[src/rtl/reg_file.sv]
// reg_file: 32 x DATA_W register file with two combinational read ports,
// one write port, optional write-to-read forwarding and a debug write counter.
// Register 0 is hardwired to zero; writes to it are discarded and not counted.
module reg_file #(
  parameter int DATA_W = 32,
  parameter int BYPASS = 1
) (
  input  logic              clk,
  input  logic              rst,
  input  logic              we,
  input  logic [4:0]        waddr,
  input  logic [DATA_W-1:0] wdata,
  input  logic [4:0]        raddr1,
  input  logic [4:0]        raddr2,
  output logic [DATA_W-1:0] rdata1,
  output logic [DATA_W-1:0] rdata2,
  output logic [15:0]       wcount
);

  logic [DATA_W-1:0] regs [0:31];
  logic              commit;

  // A write only counts when it targets a real register and reset is released.
  assign commit = we && (waddr != 5'd0) && !rst;

  // Storage update: async clear of every entry, otherwise one write per edge.
  always_ff @(posedge clk or posedge rst) begin
    if (rst) begin
      for (int i = 0; i < 32; i++) begin
        regs[i] <= '0;
      end
    end else if (commit) begin
      regs[waddr] <= wdata;
    end
  end

  // Committed-write counter, wraps naturally at 16 bits.
  always_ff @(posedge clk or posedge rst) begin
    if (rst) begin
      wcount <= 16'd0;
    end else if (commit) begin
      wcount <= wcount + 16'd1;
    end
  end

  // Read port 1: zero during reset or for r0, forwarded data on a same-cycle hit.
  always_comb begin
    rdata1 = '0;
    if (!rst && (raddr1 != 5'd0)) begin
      if ((BYPASS != 0) && commit && (raddr1 == waddr)) begin
        rdata1 = wdata;
      end else begin
        rdata1 = regs[raddr1];
      end
    end
  end

  // Read port 2: same rules as port 1, fully independent.
  always_comb begin
    rdata2 = '0;
    if (!rst && (raddr2 != 5'd0)) begin
      if ((BYPASS != 0) && commit && (raddr2 == waddr)) begin
        rdata2 = wdata;
      end else begin
        rdata2 = regs[raddr2];
      end
    end
  end

endmodule

[config.mk]
export PLATFORM = sky130hd
export DESIGN_NAME = reg_file
export DESIGN_NICKNAME = d
export VERILOG_FILES = /design/src/rtl/reg_file.sv
export SDC_FILE = /design/constraint.sdc
export NUM_CORES = 2
export LEC_CHECK = 0
export ABC_AREA = 1
export CORE_ASPECT_RATIO = 0.8
export CORE_MARGIN = 2
export CORE_UTILIZATION = 40
export CTS_BUF_LIST = sky130_fd_sc_hd__clkbuf_8
export CTS_CLUSTER_DIAMETER = 40
export DETAILED_ROUTE_END_ITERATION = 16
export GPL_TIMING_DRIVEN = 1
export PLACE_DENSITY = 0.64
export SLEW_MARGIN = 10
export SYNTH_ARGS = -nofsm -noshare
export SYNTH_HDL_FRONTEND = slang
export SYNTH_SLANG_ARGS = --single-unit
[constraint.sdc]
create_clock -name clk -period 38.9 [get_ports clk]
set_input_delay 7.78 -clock clk [delete_from_list [all_inputs] [get_ports clk]]
set_output_delay 7.78 -clock clk [all_outputs]
set_load 0.02 [all_outputs]
==> results.yml <==
finish:
  multi_input_area_um2: 29000
  regArea_um2: 26000
  syn_to_final_growth_pct: 9.49
  fin_nets: 8773
  fillers: 15400
  drive_above_1_share: 0.0513
clocking:
  cts_tree: "yes"
  cts-resized-gates: 0
  clk_pin_slew_ns: 0.05
  postCtsSetupBuffers: 0
  numCtsBuffers: 181
  clk_root_buffer_cell: "clkbuf_8"
  h-tree-depth: 4
  clock_path_buffers: 3
  cts_sinks: 1040
  cts_hold_buf: 0
  clock_latency_ns: 0.95
critical_path:
  end_kind: "primary output"
  reg2reg_from: "wcount[0]$_DFFE_PP0P_"
  crit_top_cell: "nand2_1"
  cp.required_ns: 31.12
  crit_arrival_ns: 12.54
  reg2reg_to: "wcount[14]$_DFFE_PP0P_"
  start_kind: "input pin"
  r2r_cells: 6
  path_class: "in2out"
  cp_max_fo: 56
  crit_chain: "buf_6, buf_4, nor2_4, buf_4, buf_4, nand2_1, nand2_1, nor2_1, nand2_1, nand3_1, nand2_1, a21oi_1, clkdlybuf4s50_1"
  crit_slowest_cell: "buf_4"
  rrSetupSlack_ns: 37.30
  critical_path.max_stage_delay_ns: 0.94
placed_design:
  port_buffers: 129
  dp_hpwl_mm: 119
  gp_congestion: 0.861
yosys:
  syn_inst: 9082
  yosysUniqueCellTypes: 27
  async_reset_ff_frac: 1.00
  synth-edff-count: 0
  syn_nets: 9133
  yosys_register_bits: 1040
  synth_top_area_frac: 0.436
  syn_area_um2: 59700
  synthFlopType: "dfrtp_1"
  yosysSeqAreaShare: 0.436
  avgSynthCellArea_um2: 6.57
  synth_mux_area_frac: 0
  synth_top_area_cell: "dfrtp_1"
  synth_xor_area_frac: 0.00264
  synth.area.top_cells: "dfrtp_1 44%, nand2_1 26%, o21ai_0 8.9%"
  post_synth_and_or_nand_nor_area_fraction: 0.356
  ys_warn_count: 0
  synth_compound_area_frac: 0.125
  synth_top_family_by_area: "simple AND/OR/NAND/NOR gates"
  synth-adder-area-share: 0.000210
floorplan:
  die_h_um: 350
  num_io_pins: 130
  die_w_um: 436
  start_util: 0.404
  core_region_area_um2: 148000
  die_area_um2: 152000
  rows: 126
power_and_ir_drop:
  peakVddDrop_mv: 0.0285
  power_density_nw_per_um2: 45.9
  p_leak_nw: 32.2
  finalPower_mw: 3.00
sta:
  period_needed_ns: 20.32
  finalMaxSlewViolations: 0
  setup_viol: 0
  rsz0062_at_grt: "false"
  period_share: 0.522
  tightest_slew_ns: 1.26
  skew_ns: 0.00931
  hold_violations: 0
  hold_slack_ns: 0.374
  tns_ns: 0
  slew_headroom: 0.158
  max_freq_ghz: 0.0492
min_path:
  hold_path_class: "reg2reg"
  min_to: "regs[1011]$_DFFE_PP0P_"
  hp-start: "regs[1011]$_DFFE_PP0P_"
  min_path_cells: 0
detailed_routing:
  drc: 0
  vias_per_cell: 5.58
  first_pass_iters: 8
  drtIter0Drc: 8636
  wire_per_inst_um: 21.9
  ant_nets: 0
  drt_wl_total_mm: 237
  vias: 60600
global_route:
  overflow: 0
  grt_antenna_before_repair: 12
  use_met3: 0.0720
  grt_pass1_wl_mm: 357
  use_met1: 0.409
  grt_pass1_vias: 56200
  grtUsageMet2: 0.468
  grt_max_degree: 211
  grt_usage: 0.305
  top_usage_layer: "met2"
run_status:
  status: "completed"
job:
  cap_viol_max_count: 0
per-stage QoR:
stage | worst slack [ns] | instances | util | cell area (µm²)
2_1_floorplan | 0.424 | 9082 | - | 59700
3_3_place_gp | 18.87 | 10500 | 0.415 | 61400
3_5_place_dp | 18.81 | 10500 | 0.415 | 61400
4_1_cts | 18.82 | 10900 | 0.442 | 65400
5_1_grt | 18.54 | 10900 | 0.442 | 65400
6_report | 18.58 | 10900 | 0.442 | 65400
area by class of cell:
type | count | share of cell area
multi-input combinational | 6802 | 0.444
sequential | 1040 | 0.398
clock buffer | 233 | 0.0491
tap | 1984 | 0.0380
timing repair buffer | 204 | 0.0295
inverter | 493 | 0.0290
clock inverter | 101 | 0.0121
antenna | 7 | 0.000268
state kept, by name, indices dropped and copies added, names as in the netlist:
name / flops
regs: 1024
wcount: 16
routing by layer:
| layer | vias to the layer above | part of all wire |
|---|---|---|
| met5 | - | 0.00018 |
| met4 | 6 | 0.047 |
| met3 | 697 | 0.12 |
| met2 | 3734 | 0.43 |
| met1 | 28300 | 0.41 |
| li1 | 27900 | - |
cell usage in the layout, fill, tap and decap left out, types with 7 or more instances in the layout:
cell type        instances
nand2_1               4191
o21ai_0               1063
dfrtp_1               1040
nand3_1                828
inv_1                  531
a21oi_1                316
clkbuf_8               233
nor2_1                 230
clkdlybuf4s50_1        119
buf_4                   71
o21ai_1                 66
nand2_4                 35
clkinv_2                21
o21ai_2                 20
bufinv_16               12
clkinvlp_4              11
nand4_1                 10
xor2_1                   9
xnor2_1                  9
diode_2                  7
nor3_2                   7
worst max-delay path by stage:
| stage | startpoint | endpoint | slack, ns | cells past startpoint |
|---|---|---|---|---|
| floorplan | rst | rdata2[10] | 0.42 | 6 |
| global placement | raddr1[0] | rdata1[18] | 18.87 | 10 |
| detailed placement | raddr1[0] | rdata1[18] | 18.81 | 10 |
| CTS | raddr1[0] | rdata1[18] | 18.82 | 10 |
| global route | raddr1[0] | rdata1[18] | 18.54 | 10 |
| finish | raddr1[1] | rdata1[28] | 18.58 | 13 |
logic make-up after synthesis:
logic type / count (synthesis)
compound gates: 1469
xor+xnor: 18
fa+ha+maj: 1
buf+inv: 1240
flops: 1040
simple gates: 5314
synthesized netlist by cell type (2+ instances only):
cell         n
nand2_1   4194
nand2_2     27
nand4_1     10
nand3_1    828
buf_4       23
xor2_1       9
o21ai_1     66
o21ai_2     20
nor3_4       4
a21oi_1    316
nor2_1     234
inv_2        4
clkbuf_1   597
o21ai_0   1063
xnor2_1      9
nor3_2       8
dfrtp_1   1040
buf_2       60
buf_1       64
inv_4        2
nand2_4      8
o211ai_1     4
clkbuf_4     2
inv_1      487
worst max-delay path: cells and delay by family:
family	cells	cell delay [ns]
AND/OR/NAND/NOR	7	1.47
AO/OA/AOI/OAI	1	0.08
buffers and inverters	5	3.08
power by group:
| part | internal [mW] | switching [mW] |
|---|---|---|
| Combinational | 0.186 | 0.376 |
| Sequential | 1.22 | 0.0989 |
| Clock | 0.618 | 0.504 |
| Total | 2.02 | 0.979 |
Note: power is estimated with default switching activity, not from simulation.
